[config.mk]
export PLATFORM = sky130hd
export DESIGN_NAME = if_fetch_ctrl
export DESIGN_NICKNAME = d
export VERILOG_FILES = /design/src/rtl/cpu_pkg.sv /design/src/rtl/if_fetch_buf.sv /design/src/rtl/if_fetch_ctrl.sv
export SDC_FILE = /design/constraint.sdc
export NUM_CORES = 1
export LEC_CHECK = 0
export CELL_PAD_IN_SITES_DETAIL_PLACEMENT = 0
export CELL_PAD_IN_SITES_GLOBAL_PLACEMENT = 2
export CORE_AREA = 2 2 171 173
export CTS_BUF_LIST = sky130_fd_sc_hd__clkbuf_4 sky130_fd_sc_hd__clkbuf_8 sky130_fd_sc_hd__clkbuf_16
export DETAILED_ROUTE_END_ITERATION = 8
export DIE_AREA = 0 0 173 175
export GPL_TIMING_DRIVEN = 0
export MAX_ROUTING_LAYER = met4
export PLACE_DENSITY_LB_ADDON = 0.1
export SKIP_CTS_REPAIR_TIMING = 1
export SYNTH_ARGS = -nofsm -noshare
export SYNTH_HDL_FRONTEND = slang
export SYNTH_SLANG_ARGS = --single-unit
[constraint.sdc]
create_clock -name clk -period 4.46 [get_ports clk]
set_input_delay 0.892 -clock clk [delete_from_list [all_inputs] [get_ports clk]]
set_output_delay 0.892 -clock clk [all_outputs]
set_load 0.005 [all_outputs]
[src/rtl/cpu_pkg.sv]
// Shared types and constants for the CPU front-end blocks.
package cpu_pkg;

    typedef logic [31:0] addr_t;
    typedef logic [31:0] word_t;

    localparam int unsigned PC_STEP_DEFAULT = 4;

    // IDLE: nothing outstanding; FETCH: live request awaiting ack;
    // DROP: request outstanding whose returned data must be thrown away.
    typedef enum logic [1:0] {
        IDLE  = 2'd0,
        FETCH = 2'd1,
        DROP  = 2'd2
    } fetch_state_t;

endpackage

[src/rtl/if_fetch_buf.sv]
// Two-entry {pc, inst} FIFO between the fetch engine and the IF/ID register.
// Entry 0 is always the head, so the presented outputs come straight from flops.
module if_fetch_buf
    import cpu_pkg::*;
(
    input  logic        clk,
    input  logic        rst_n,
    input  logic        push,
    input  logic        pop,
    input  logic        flush,
    input  logic [31:0] push_pc,
    input  logic [31:0] push_inst,
    output logic [31:0] head_pc,
    output logic [31:0] head_inst,
    output logic [1:0]  count
);

    logic [1:0] count_q, count_d;
    addr_t      e0_pc_q, e0_pc_d, e1_pc_q, e1_pc_d;
    word_t      e0_inst_q, e0_inst_d, e1_inst_q, e1_inst_d;
    logic       do_pop;

    assign do_pop    = pop && (count_q != 2'd0);
    assign head_pc   = e0_pc_q;
    assign head_inst = e0_inst_q;
    assign count     = count_q;

    // Next-state: flush empties the FIFO and wins over a simultaneous push.
    always_comb begin
        count_d   = count_q;
        e0_pc_d   = e0_pc_q;
        e0_inst_d = e0_inst_q;
        e1_pc_d   = e1_pc_q;
        e1_inst_d = e1_inst_q;
        if (flush) begin
            count_d = 2'd0;
        end else begin
            case ({push, do_pop})
                2'b11: begin
                    if (count_q == 2'd2) begin
                        e0_pc_d   = e1_pc_q;
                        e0_inst_d = e1_inst_q;
                        e1_pc_d   = push_pc;
                        e1_inst_d = push_inst;
                    end else begin
                        e0_pc_d   = push_pc;
                        e0_inst_d = push_inst;
                    end
                end
                2'b10: begin
                    if (count_q == 2'd0) begin
                        e0_pc_d   = push_pc;
                        e0_inst_d = push_inst;
                        count_d   = 2'd1;
                    end else if (count_q == 2'd1) begin
                        e1_pc_d   = push_pc;
                        e1_inst_d = push_inst;
                        count_d   = 2'd2;
                    end
                end
                2'b01: begin
                    e0_pc_d   = e1_pc_q;
                    e0_inst_d = e1_inst_q;
                    count_d   = count_q - 2'd1;
                end
                default: begin
                end
            endcase
        end
    end

    // Storage and occupancy registers.
    always_ff @(posedge clk or negedge rst_n) begin
        if (!rst_n) begin
            count_q   <= 2'd0;
            e0_pc_q   <= '0;
            e0_inst_q <= '0;
            e1_pc_q   <= '0;
            e1_inst_q <= '0;
        end else begin
            count_q   <= count_d;
            e0_pc_q   <= e0_pc_d;
            e0_inst_q <= e0_inst_d;
            e1_pc_q   <= e1_pc_d;
            e1_inst_q <= e1_inst_d;
        end
    end

endmodule

[src/rtl/if_fetch_ctrl.sv]
// Instruction-fetch front end: owns the PC, issues req/ack word fetches,
// buffers returned words and presents {pc, inst} on a valid/ready port.
module if_fetch_ctrl
    import cpu_pkg::*;
#(
    parameter logic [31:0] RESET_PC = 32'h0000_0000,
    parameter int unsigned PC_STEP  = PC_STEP_DEFAULT
) (
    input  logic        clk,
    input  logic        rst_n,
    input  logic        en,
    input  logic        redirect_valid,
    input  logic [31:0] redirect_pc,
    output logic        imem_req,
    output logic [31:0] imem_addr,
    input  logic        imem_ack,
    input  logic [31:0] imem_rdata,
    output logic        out_valid,
    input  logic        out_ready,
    output logic [31:0] out_pc,
    output logic [31:0] out_inst
);

    localparam addr_t STEP = addr_t'(PC_STEP);

    fetch_state_t state_q, state_d;
    addr_t        pc_q, pc_d;
    addr_t        addr_q, addr_d;
    logic         req_q, req_d;
    logic         push, pop;
    logic [1:0]   buf_count, occ_post_pop;
    addr_t        pc_next, redirect_word;

    assign pop           = out_valid & out_ready;
    assign out_valid     = (buf_count != 2'd0);
    assign occ_post_pop  = buf_count - {1'b0, pop};
    assign pc_next       = pc_q + STEP;
    assign redirect_word = redirect_pc & ~32'h3;
    assign imem_req      = req_q;
    assign imem_addr     = addr_q;

    // Fetch FSM. A back-to-back launch is only allowed when the buffer will
    // still have room after this completion's push, so it can never overflow.
    always_comb begin
        state_d = state_q;
        pc_d    = pc_q;
        addr_d  = addr_q;
        req_d   = req_q;
        push    = 1'b0;
        case (state_q)
            IDLE: begin
                if (redirect_valid) begin
                    pc_d = redirect_word;
                end else if (en && (occ_post_pop < 2'd2)) begin
                    req_d   = 1'b1;
                    addr_d  = pc_q;
                    state_d = FETCH;
                end
            end
            FETCH: begin
                if (redirect_valid) begin
                    pc_d = redirect_word;
                    if (imem_ack) begin
                        req_d   = 1'b0;
                        state_d = IDLE;
                    end else begin
                        state_d = DROP;
                    end
                end else if (imem_ack) begin
                    push = 1'b1;
                    pc_d = pc_next;
                    if (en && (occ_post_pop == 2'd0)) begin
                        addr_d = pc_next;
                    end else begin
                        req_d   = 1'b0;
                        state_d = IDLE;
                    end
                end
            end
            DROP: begin
                if (redirect_valid) begin
                    pc_d = redirect_word;
                end
                if (imem_ack) begin
                    req_d   = 1'b0;
                    state_d = IDLE;
                end
            end
            default: begin
                req_d   = 1'b0;
                state_d = IDLE;
            end
        endcase
    end

    // State, PC and request registers.
    always_ff @(posedge clk or negedge rst_n) begin
        if (!rst_n) begin
            state_q <= IDLE;
            pc_q    <= RESET_PC;
            addr_q  <= RESET_PC;
            req_q   <= 1'b0;
        end else begin
            state_q <= state_d;
            pc_q    <= pc_d;
            addr_q  <= addr_d;
            req_q   <= req_d;
        end
    end

    if_fetch_buf u_buf (
        .clk       (clk),
        .rst_n     (rst_n),
        .push      (push),
        .pop       (pop),
        .flush     (redirect_valid),
        .push_pc   (addr_q),
        .push_inst (imem_rdata),
        .head_pc   (out_pc),
        .head_inst (out_inst),
        .count     (buf_count)
    );

endmodule
==> impl.org, run 1 <==
** Synthesis
- During synthesis, Yosys emitted a total of 0 warnings.
- Number of synthesized flops with an enable pin :: 0
- Sorting the synthesized cells by area gives the leading types as dfrtp_1 46%, mux2_2 6.8%, mux2i_1 6.3%.
- The cell area that synthesis handed to floorplanning was 0.0104 sq mm.
- Xor and xnor area share after synthesis :: 0.0101
- The synthesized-area fraction occupied by ao, oa, aoi and oai cells is 0.235.
- By area, the combinational part of the netlist is dominated by compound AO/OA/AOI/OAI gates.
- Count of unique library cells instantiated by Yosys :: 62
- Measured against the total synthesized area, the mux share comes to 0.131.
- Of the synthesized area, sequential elements account for 0.458.
- Synth Register Bits :: 190
- Of the total synthesized cell area, the portion taken by full adders, half adders and majority gates is 0.0108.
- Count of mapped cells out of synthesis :: 994
- Average cell area after synthesis :: 10.4 sq um
- Fraction of synthesized cell area taken by the top area cell type :: 0.458
- Basic-gate share of the synthesized area counting and, or, nand and nor cells :: 0.106
- Fraction of registers with async set or reset after synthesis :: 1.00
- The biggest area contributor in the post-synthesis netlist is dfrtp_1.
- The most used flip-flop cell after synthesis is dfrtp_1.

** Pwr
- The share of total power dissipated in sequential elements is 0.384.
- Summed over all nets, the switching power comes to 3.09 mW.
- Power density over the cells :: 620 mW/mm^2
- The analysis attributes to cell leakage a power of 5.39 nW.
- IR analysis of the VDD net gives a maximum drop of 0.270 mV.
- Of the total power, the share spent switching nets is 0.380.
- Clk pwr share :: 0.194
- Of the total power, combinational logic draws 0.422.
- Cell internal power was estimated by the tool at 5.05 mW.

** Routing
- For this run, design rule violations remaining after detail routing come to 0.
- The final route contains 8854 vias.
- Routed wire per std cell :: 20.9 microns
- Post-detailed-route via-to-cell ratio :: 5.62
- The count of nets left with antenna violations once routing finished came out at 0.
- For this run, the detailed router's first-pass iteration total came to 4.
- Initial drt markers :: 684
- Total length of routed wires :: 32900 microns

** Clock network
- The later pin in the worst-skew pair is clocked with a latency of 0.44 ns.
- Clock slew seen by the registers of the worst setup and hold paths :: 0.08 ns
- H-tree Lvls :: 4
- Master cell of the clock root buffer :: clkbuf_16
- The clock passes through at most 2 buffers.
- TritonCTS clock tree :: built
- The clock net in this run drives a total of 190 sinks.
- Clock buffer count from CTS :: 17

** Outcome
- The flow ran to the end, and the final reports show no timing, DRC or antenna violations.

** Die
- Number of primary I/O pins :: 168
- In this run the vertical extent of the chip is 175 microns.
- The core region is 0.0284 sq mm.
- Initial cell density of the core :: 0.366
- Overall die area :: 0.0303 sq mm
- Number of rows in the core area :: 62
- The floorplan step set the die width to 173 microns.

** Final layout
- Utilization of the core after routing :: 0.463
- Commonest non-fill, non-tap cells in the layout :: 190 x dfrtp_1, 161 x clkdlybuf4s50_1, 66 x clkbuf_1, 65 x mux2i_1, 64 x a211oi_1
- Layout filler cell count :: 2790
- Leaving out fill and tap cells, the most frequent cell in the layout is dfrtp_1.
- Area taken by flip-flops and latches :: 0.00475 sq mm
- Summing all multi-input logic gate instances after layout gives 0.00513 sq mm.
- Layout overhead on the synthesized area :: 26.5%
- Final net count :: 1256
- In the final layout, the share of cells above drive strength 1 is 0.118.

** Global route
- GRT Total Usage :: 0.224
- The number of antenna violations at the first check in global routing came to 1.
- Largest net degree at the start of global routing :: 113
- Grt ovf :: 0
- Wire length of the first global-routing pass :: 51500 microns
- The number of global-route vias before repair was 8688.

** Setup path
- The worst setup path is captured at a flip-flop.
- Required time of the worst setup path :: 4.84 ns
- Along the worst path, the maximum fanout reaches 10.
- STA puts the critical path data arrival time at 4.32 ns.
- Category of the critical setup timing path :: in2reg
- The worst setup path is launched from a primary input.

** STA
- Final hold violation count :: 0
- Max frequency :: 0.254 GHz
- The count of pins over their slew limit is 0.
- Final critical-path share of the clock period :: 0.884
- For the final database, setup skew stands at 0.0212 ns.
- Measured slew at the worst slew-check pin :: 0.854 ns
- RSZ-0062 raised after global routing :: no
- Setup Viol. Count Final :: 0
- Minimum period implied by the final worst setup slack :: 3.94 ns
- Worst slew slack as a fraction of its limit :: 0.425
- In the final timing run, aggregate negative setup slack is 0 ns.

** Placed design
- Hpwl dp :: 23700 microns
- Routability-driven placement congestion ratio :: 0.854
- IO Port Bufs :: 162

** Min path
- The path class of the tightest hold or removal check is in2async.

** Run
- Maximum capacitance violations :: 0
==> synth_stat cells, drive strengths merged, types with 8 or more instances <==
library cell / instances
nand4: 20
dfrtp: 190
nand3: 24
clkbuf: 68
a221oi: 63
a21o: 61
nor4: 14
nor2: 48
buf: 34
a211oi: 64
o211ai: 8
or3: 17
o31ai: 8
ha: 9
o21ai: 35
nor3: 10
mux2: 63
mux2i: 65
inv: 16
nand2: 41
xnor2: 9
a21oi: 25
a31oi: 20
==> layer usage <==
layer	up-vias	wire, microns	global-route usage
li1	4227	-	-
met1	4406	15700	0.302
met2	195	15600	0.358
met3	26	1080	0.0322
met4	0	422	0.0516
met5	-	0	-
==> power by group through the flow <==
stage	clock (mW)	sequential, mW	combinational (mW)
4_1_cts	1.62	3.12	3.47
5_1_grt	1.69	3.23	3.76
3_3_place_gp	0	3.12	3.43
3_5_place_dp	0	3.16	3.46
2_1_floorplan	0	3.00	1.96
6_report	1.58	3.13	3.44
==> critical path, cell delays in order <==
cell and delay [ns]:
clkdlybuf4s50_1 0.64, a21oi_1 0.21, nor2_1 0.19, nand2_1 0.15
inv_1 0.23, ha_1 0.26, inv_1 0.10, o21ai_2 0.44
clkbuf_1 0.55, clkbuf_1 0.46, a21o_1 0.19
==> flip-flops by register name (all words and copies together), names as in the netlist, 2 cells and up <==
signal / cells
u_buf.count: 2
state_q: 2
imem_addr: 30
u_buf.e1_inst_q: 32
pc_q: 30
u_buf.head_pc: 31
u_buf.e1_pc_q: 30
u_buf.head_inst: 32
==> area by class of cell <==
type                       count  area share
tap                          384      0.0366
antenna                        1    0.000190
buffer                       102      0.0342
multi-input combinational    687       0.391
inverter                      16     0.00457
clock inverter                14      0.0132
sequential                   190       0.362
clock buffer                  18      0.0329
timing repair buffer         163       0.126
==> logic make-up after synthesis <==
logic type | count (synthesis)
compound gates | 332
xor+xnor | 12
fa+ha+maj | 9
buf+inv | 118
flops | 190
mux | 128
other cells | 1
simple gates | 204
==> per-stage QoR <==
stage	power [mW]	instances	hold slack [ns]	setup WS, ns	cell area (sq um)
after global placement	6.55	1541	0.458	-6.11	12500
after CTS	8.21	1574	0.450	0.130	13100
final	8.14	1575	0.444	0.518	13100
after floorplan	4.95	995	0.473	1.30	10400
after detailed placement	6.62	1542	0.465	-0.330	12500
after global routing	8.69	1575	0.473	0.260	13100
==> worst paths after layout <==
| kind | startpoint | to | slack [ns] | cells after the start |
|---|---|---|---|---|
| hold reg to reg | u_buf.head_inst[12] | u_buf.head_inst[12] | 0.48 | 1 |
| max in group asynchronous | rst_n | u_buf.e1_pc_q[21] | 2.97 | 2 |
| setup / recovery | imem_ack | u_buf.head_inst[4] | 0.52 | 11 |
| min in group clk | u_buf.head_inst[12] | u_buf.head_inst[12] | 0.48 | 1 |
| setup reg to reg | state_q[0] | u_buf.head_inst[4] | 0.61 | 11 |
| hold / removal | rst_n | u_buf.head_inst[25] | 0.44 | 1 |
Power figures use the tool's default switching activity.
==> run 2: changes to the inputs <==
- ABC_AREA: unset -> 1
- CORE_AREA: 2 2 171 173 -> 2 2 182 184
- DIE_AREA: 0 0 173 175 -> 0 0 184 186
==> run 2 against run 1 <==
Setup slack improved by 0.39 ns. Die area rose by 13%. Final cell count up 32%. Routed wire length grew 9.4%. Critical path type unchanged.
==> impl.org, run 2 <==
** Routing
- Antenna viol nets, final :: 0 (unchanged)
- Total length of routed wires :: 35900 microns (+9.4%)
- The final routed DRC violation total was 0 (unchanged).
- The via count was 10200 (+16%).
- The number of iterations in the first detailed-routing pass came to 5 (+1).
- Initial drt markers :: 620 (-9.4%)
- The average vias per placed instance came to 4.93 (-12%).
- Routed wire per std cell :: 17.3 microns (-17%)

** Setup path
- Required time of the worst setup path :: 4.81 ns (-0.03 ns)
- Data arrival time of the critical path :: 3.90 ns (-0.42 ns)
- The worst-case reg-to-reg path depth came to 11 (unchanged).
- Critical path launch point type :: primary input
- Category of the critical setup timing path :: in2reg
- Critical Path End Type :: flip-flop
- The maximum net fanout on the critical path is 10 (unchanged).

** Global route
- The total track usage is 0.221 (-0.00316).
- Number of global-route vias before repair :: 9739 (+12%)
- Wire length of the first global-routing pass :: 56200 microns (+9.0%)
- Grt ovf :: 0 (unchanged)
- The pin count of the biggest net entering global routing was 109 (-3.5%).
- Antenna violations before repair :: 0 (-1)

** Die
- The top-level I/O count is 168 (unchanged).
- The area of the placeable core came to 0.0322 sq mm (+13%).
- The initial standard-cell utilization of the core is 0.328 (-0.0379).
- Vertical extent of the die :: 186 microns (+6.3%)
- Chip width :: 184 microns (+6.4%)
- Overall die area :: 0.0342 sq mm (+13%)
- The site row count came to 66 (+6.5%).

** Pwr
- Power density over the cells :: 724 mW/mm^2 (+17%)
- Maximum vdd ir drop :: 0.328 mV (+21%)
- The static power due to leakage was 5.86 nW (+8.7%).

** STA
- Total negative slack for setup checks :: 0 ns (unchanged)
- The final critical-path required period was 3.55 ns (-0.389 ns).
- Measured slew at the worst slew-check pin :: 1.09 ns (+0.238 ns)
- The final hold violation count was 0 (unchanged).
- The worst slew margin relative to its limit came to 0.269 (-0.156).
- The post-route worst setup slack is 0.907 ns (+0.389 ns).
- Worst clock skew :: 0.00985 ns (-0.0113 ns)
- Setup repair after global routing left no endpoint under its margin.
- The count of pins over their slew limit came to 0 (unchanged).
- Max frequency :: 0.281 GHz (+11%)
- The count of final setup violators is 0 (unchanged).
- The fraction of the cycle the final worst path needs was 0.797 (-0.0871).

** Synthesis
- Mapped cell area :: 0.0106 sq mm (+1.7%)
- By count the netlist is led by 372 x nand2_1, 190 x dfrtp_1, 166 x inv_1, 166 x nor2_1, 160 x o21ai_0.
- In the post-synthesis netlist, the biggest area contributors are dfrtp_1 45%, nand2_1 13%, o21ai_0 7.6%.
- Sequential element share of the synthesized area :: 0.450 (-0.00760)
- Count of synthesis-stage warnings from yosys :: 0 (unchanged)
- Fraction of registers with async set or reset after synthesis :: 1.00 (unchanged)
- Number of synthesized flops with an enable pin :: 0 (unchanged)
- In the synthesized netlist the dominant register cell turns out to be dfrtp_1.
- The number of register bits inferred by synthesis came to 190 (unchanged).
- Average cell area after synthesis :: 7.17 sq um (-31%)
- Count of mapped cells out of synthesis :: 1472 (+48%)
- nand2_1 is the most common cell in the netlist.
- The share of the synthesized area in the top cell type is 0.450 (-0.00760).
- Leading area contributor after synthesis :: dfrtp_1
- The count of unique library cells instantiated by Yosys is 34 (-45%).

** Clock network
- The maximum clock insertion buffer count was 2 (unchanged).
- The CTS buffer count came to 17 (unchanged).
- The clock-pin slew on the worst setup and hold paths was 0.07 ns (about the same).
- The deepest level of the CTS H-tree came to 4 (unchanged).
- The cell sitting at the root of the clock tree is a clkbuf_16.
- TritonCTS clock tree :: built
- Skew-Pair Late Insertion Delay :: 0.43 ns (about the same)
- Sinks on Clock Net :: 190 (unchanged)

** Placed design
- The standard cell area after detailed placement came to 0.0127 sq mm (+1.7%).
- The pre-CTS setup slack is 0.441 ns (+0.771 ns).
- The instance count after placement with tap cells included was 2045 (+33%).
- The global placement routability congestion came to 0.862 (+0.90%).
- IO Port Bufs :: 163 (+0.62%)
- The half-perimeter wire length of the detailed placement result came to 25800 microns (+9.3%).

** Final layout
- The fraction of layout cells with a size suffix above 1 is 0.0546 (-0.0639).
- Number of inserted diodes :: 0 (-1)
- Cell area after layout :: 0.0133 sq mm (+1.6%)
- Number of standard cells in the final layout excluding fillers :: 2075 (+32%)
- The count of filler cells inserted in the layout is 3407 (+22%).
- Leaving out fill and tap cells, the most frequent cell in the layout is nand2_1.
- Layout overhead on the synthesized area :: 26.4%
- Final net count :: 1735 (+38%)
- Commonest non-fill, non-tap cells in the layout :: 372 x nand2_1, 190 x dfrtp_1, 166 x inv_1, 166 x nor2_1, 162 x clkdlybuf4s50_1

** Run
- The max-capacitance violation count came to 0 (unchanged).

** Outcome
- Status :: finished clean

** Min path
- Instance count along the most critical hold path :: 2
- Hold WC Path Type :: reg2reg
[run 2: cell count changes after synthesis, moves of 61 or more]
cell      previous run  this run
mux2i_1             65         0
o22ai_1              7        69
a221oi_1            63         0
nand2_1             40       372
nor2_1              48       166
o21ai_0             34       160
inv_1               16       166
a21o_1              61         0
mux2_2              63         0
a211oi_1            64         2
[run 2: area by class of cell]
type / instances / area [sq um] / area share
buffer: 90 / 414 / 0.0310
timing repair buffer: 164 / 1660 / 0.125
multi-input combinational: 1019 / 4740 / 0.355
clock inverter: 6 / 108 / 0.00806
inverter: 174 / 653 / 0.0489
clock buffer: 24 / 503 / 0.0377
sequential: 190 / 4750 / 0.356
tap: 408 / 510 / 0.0382
[run 2: stage by stage]
step	hold slack, ns	total power, mW	utilization
6_report	0.484	9.67	0.414
5_1_grt	0.507	10.6	0.414
4_1_cts	0.490	9.77	0.414
3_5_place_dp	0.473	8.12	0.395
3_3_place_gp	0.467	8.08	0.394
2_1_floorplan	0.453	5.92	-
[run 2: critical path: stages]
cell	delay (ns)
clkdlybuf4s50_1	0.55
inv_2	0.17
nand3_2	0.11
nor2_1	0.24
inv_1	0.10
ha_1	0.31
inv_2	0.20
clkbuf_1	0.53
clkbuf_1	0.49
nand2_1	0.12
a31oi_1	0.16
[run 2: kinds of logic after synthesis]
logic type               Yosys count  share of synthesized area
buffers and inverters            264                      0.101
other                              1                   0.000355
AO/OA/AOI/OAI                    379                      0.198
AND/OR/NAND/NOR                  626                      0.237
flip-flops                       190                      0.450
XOR/XNOR                           3                    0.00249
adder cells (fa/ha/maj)            9                     0.0107
[run 2: metal layers]
| layer | up-vias | global-route usage | part of all wire |
|---|---|---|---|
| li1 | 5168 | - | - |
| met1 | 4821 | 0.294 | 0.47 |
| met2 | 226 | 0.360 | 0.48 |
| met3 | 17 | 0.0278 | 0.041 |
| met4 | 0 | 0.0477 | 0.011 |
| met5 | - | - | 0 |
[run 2: where the power goes]
group	internal [mW]	switching (mW)	total (mW)	leakage (nW)
clock	0.955	0.669	1.62	0.302
sequential	2.56	0.708	3.27	2.30
combinational	2.00	2.78	4.78	3.26
total	5.51	4.16	9.67	5.86
[run 2: worst paths after layout]
path | start | end | slack, ns
min in group asynchronous | rst_n | u_buf.head_inst[24] | 0.55
hold reg to reg | u_buf.e1_inst_q[0] | u_buf.e1_inst_q[0] | 0.48
hold / removal | u_buf.e1_inst_q[0] | u_buf.e1_inst_q[0] | 0.48
setup reg to reg | u_buf.count[0] | u_buf.e1_pc_q[14] | 1.42
max in group asynchronous | rst_n | u_buf.e1_pc_q[29] | 2.99
setup / recovery | redirect_valid | u_buf.head_pc[19] | 0.91
==> run 3: changes to the inputs <==
- CORE_AREA: 2 2 182 184 -> 2 2 198 200
- DIE_AREA: 0 0 184 186 -> 0 0 200 202
- clock period: 4.46 -> 3.2 ns (I/O delays scaled with it)
==> run 3 against run 2 <==
Non-clock buffer count is 2 higher. Count of clock-buffer cells in the layout down 1. Die area grew 18%. Combinational power increased by 41%. Hold slack lost 0.25 ns. Highest routed layer unchanged. Final cell count is 5.5% higher. Power up 39%. Cell area up 0.98%. Global-route usage down 2.3 points. Routed wire length increased by 6.5%. Clock power rose by 35%.
==> impl.org, run 3 (synthesis results as in run 2) <==
** STA
- Setup repair after global routing left no endpoint under its margin.
- Max frequency :: 0.347 GHz
- Worst Slack Setup Final :: 0.318 ns (-0.589 ns)
- The worst slew margin relative to its limit is 0.451 (+0.182).
- After layout, the minimum clock period comes to 2.88 ns.
- The count of pins over their slew limit was 0 (unchanged).
- Worst clock skew :: 0.0132 ns (+0.00332 ns)
- Final critical-path share of the clock period :: 0.900
- The final hold violation count was 0 (unchanged).
- Setup Viol. Count Final :: 0 (unchanged)
- Measured slew at the worst slew-check pin :: 0.823 ns (-0.269 ns)

** Die
- The top-level I/O count is 168 (unchanged).
- The die outline width is 200 microns (+8.7%).
- The vertical die dimension is 202 microns (+8.6%).
- The site row count came to 72 (+9.1%).
- Core ar. :: 0.0383 sq mm (+19%)
- The floorplan die area is 0.0404 sq mm (+18%).
- Initial cell density of the core :: 0.276 (-0.0521)

** Pwr
- The switching power summed over all nets is 5.93 mW (+43%).
- Switching Fraction :: 0.441 (+0.0108)
- The largest voltage drop on the vdd net is 0.387 mV (+18%).
- Sequential fraction of design power :: 0.338 (about the same)
- The static power due to leakage is 5.86 nW (about the same).
- Share of total power in combinational logic :: 0.500 (+0.006)
- The power density relative to cell area was 999 mW/mm^2 (+38%).
- The internal power component is 7.52 mW (+37%).
- Clk pwr share :: 0.162 (-0.006)

** Min path
- Hold WC Path Type :: in2async

** Placed design
- Worst slack at placement :: -0.545 ns (-0.986 ns)
- IO Port Bufs :: 163 (unchanged)
- The half-perimeter wire length of the detailed placement result was 27800 microns (+7.4%).
- The instance count after placement with tap cells included came to 2155 (+5.4%).
- The global placement routability congestion came to 0.815 (-5.4%).

** Final layout
- Leaving out fill and tap cells, the most frequent cell in the layout is nand2_1.
- The sequential cell area is 0.00475 sq mm (unchanged).
- The count of filler cells inserted in the layout is 4143 (+22%).
- The post-layout net count is 1737 (+0.12%).
- Total area of multi-input combinational cells :: 0.00474 sq mm (+0.11%)
- Layout overhead on the synthesized area :: 27.7%
- Leaving out fill and tap cells, the most frequent cells in the layout are 372 x nand2_1, 190 x dfrtp_1, 166 x inv_1, 166 x nor2_1, 162 x clkdlybuf4s50_1.
- Number of standard cells in the final layout excluding fillers :: 2189 (+5.5%)
- The fraction of layout cells with a size suffix above 1 came to 0.0610 (+0.00645).
- Number of inserted diodes :: 0 (unchanged)

** Setup path
- The worst setup path is launched from a primary input.
- Data arrival time of the critical path :: 3.20 ns (-0.70 ns)
- The worst endpoint required time was 3.52 ns (-1.29 ns).
- The worst setup path is of the in2reg kind.
- Cell type of the slowest stage on the worst timing path :: clkdlybuf4s50_1
- Max Fanout on Critical Path :: 10 (unchanged)
- The largest stage delay on the critical path came to 0.63 ns (+0.08 ns).
- Critical Path End Type :: flip-flop
- Traced cell by cell, the critical path runs through clkdlybuf4s50_1, inv_2, nand3_2, nor2_1, ha_1, nand2_1, nand2_1, nor2_4, buf_2, buf_2, a31oi_1.

** Global route
- Wire length of the first global-routing pass :: 59200 microns (+5.4%)
- The number of antenna violations at the first check in global routing was 0 (unchanged).
- GRT Total Usage :: 0.198 (-0.0227)
- The pin count of the biggest net entering global routing was 100 (-8.3%).
- The number of global-route vias before repair was 10100 (+4.1%).
- The residual overflow from global routing came to 0 (unchanged).

** Clock network
- CTS max path bufs :: 2 (unchanged)
- The number of sinks driven by the clock tree came to 190 (unchanged).
- The clock-pin slew on the worst setup and hold paths is 0.07 ns (about the same).
- The tree is rooted in a clkbuf_16.
- Skew-Pair Late Insertion Delay :: 0.45 ns (+0.02 ns)
- TritonCTS built the clock tree.
- The deepest level of the CTS H-tree came to 4 (unchanged).
- Clock buffer count from CTS :: 17 (unchanged)

** Routing
- The number of design-rule violations left by the first detailed-router iteration came to 573 (-7.6%).
- The sum of routed wire length over all layers came to 38300 microns (+6.5%).
- The final antenna-violating net count was 0 (unchanged).
- The average wire per standard cell is 17.5 microns (+0.99%).
- The via count is 10300 (+0.41%).
- Post-detailed-route via-to-cell ratio :: 4.69 (-4.8%)
- DRC violation count after routing :: 0 (unchanged)
- The number of iterations in the first detailed-routing pass was 5 (unchanged).

** Run
- The max-capacitance violation count was 0 (unchanged).

** Outcome
- The run finished with clean final reports.
[run 3: cell types whose count changed in the layout (fill, tap and decap cells not counted)]
| cell | previous run | this run |
|---|---|---|
| nor2_4 | 0 | 1 |
| bufinv_16 | 3 | 1 |
| clkinvlp_4 | 1 | 5 |
| clkbuf_2 | 0 | 7 |
| clkbuf_8 | 4 | 3 |
| clkbuf_1 | 51 | 44 |
| buf_4 | 11 | 13 |
| nor2_2 | 13 | 12 |
| clkinv_4 | 0 | 1 |
[run 3: through the flow]
stage	hold WS, ns	util	setup TNS, ns	instance area [sq um]	total power [mW]
2_1_floorplan	0.344	-	0	10600	8.26
3_3_place_gp	0.467	0.335	-1475.95	12800	11.4
3_5_place_dp	0.473	0.336	-58.04	12900	11.4
4_1_cts	0.272	0.351	-1.88	13400	13.6
5_1_grt	0.295	0.352	0	13500	14.7
6_report	0.230	0.352	0	13500	13.5
[run 3: worst paths after layout]
kind	endpoint	cells after the start	start	slack, ns
hold reg to reg	u_buf.e1_inst_q[24]	2	u_buf.e1_inst_q[24]	0.49
setup reg to reg	u_buf.head_pc[2]	11	u_buf.count[0]	0.45
min in group clk	u_buf.e1_inst_q[24]	2	u_buf.e1_inst_q[24]	0.49
hold / removal	u_buf.head_inst[23]	1	rst_n	0.23
max in group asynchronous	pc_q[28]	2	rst_n	1.99
setup / recovery	u_buf.head_pc[2]	11	redirect_valid	0.32
[run 3: layout make-up]
class	instances	share of cell area
Inverter	174	0.0485
Timing Repair Buffer	166	0.125
Buffer	90	0.0314
Clock inverter	9	0.00641
Clock buffer	23	0.0363
Tap cell	518	0.0481
Sequential cell	190	0.353
Multi-Input combinational cell	1019	0.352
[run 3: power groups by stage]
stage	Sequential (mW)	Clock, mW	Combinational, mW
2_1_floorplan	4.33	0	3.93
3_3_place_gp	4.61	0	6.75
5_1_grt	4.73	2.34	7.63
4_1_cts	4.58	2.25	6.79
3_5_place_dp	4.63	0	6.77
6_report	4.55	2.18	6.73
[run 3: layer usage]
layer | wire, microns | vias up | share of wire | GRT usage
met5 | 0 | - | 0 | -
met2 | 18100 | 215 | 0.47 | 0.318
met4 | 643 | 0 | 0.017 | 0.0550
met3 | 1290 | 33 | 0.034 | 0.0217
met1 | 18200 | 4842 | 0.48 | 0.264
li1 | - | 5184 | - | -
[run 3: worst max-delay path, delay by kind of cell]
family / cells / cell delay (ns)
buf+inv: 4 / 1.44
simple gates: 5 / 0.71
fa+ha+maj: 1 / 0.25
compound gates: 1 / 0.14
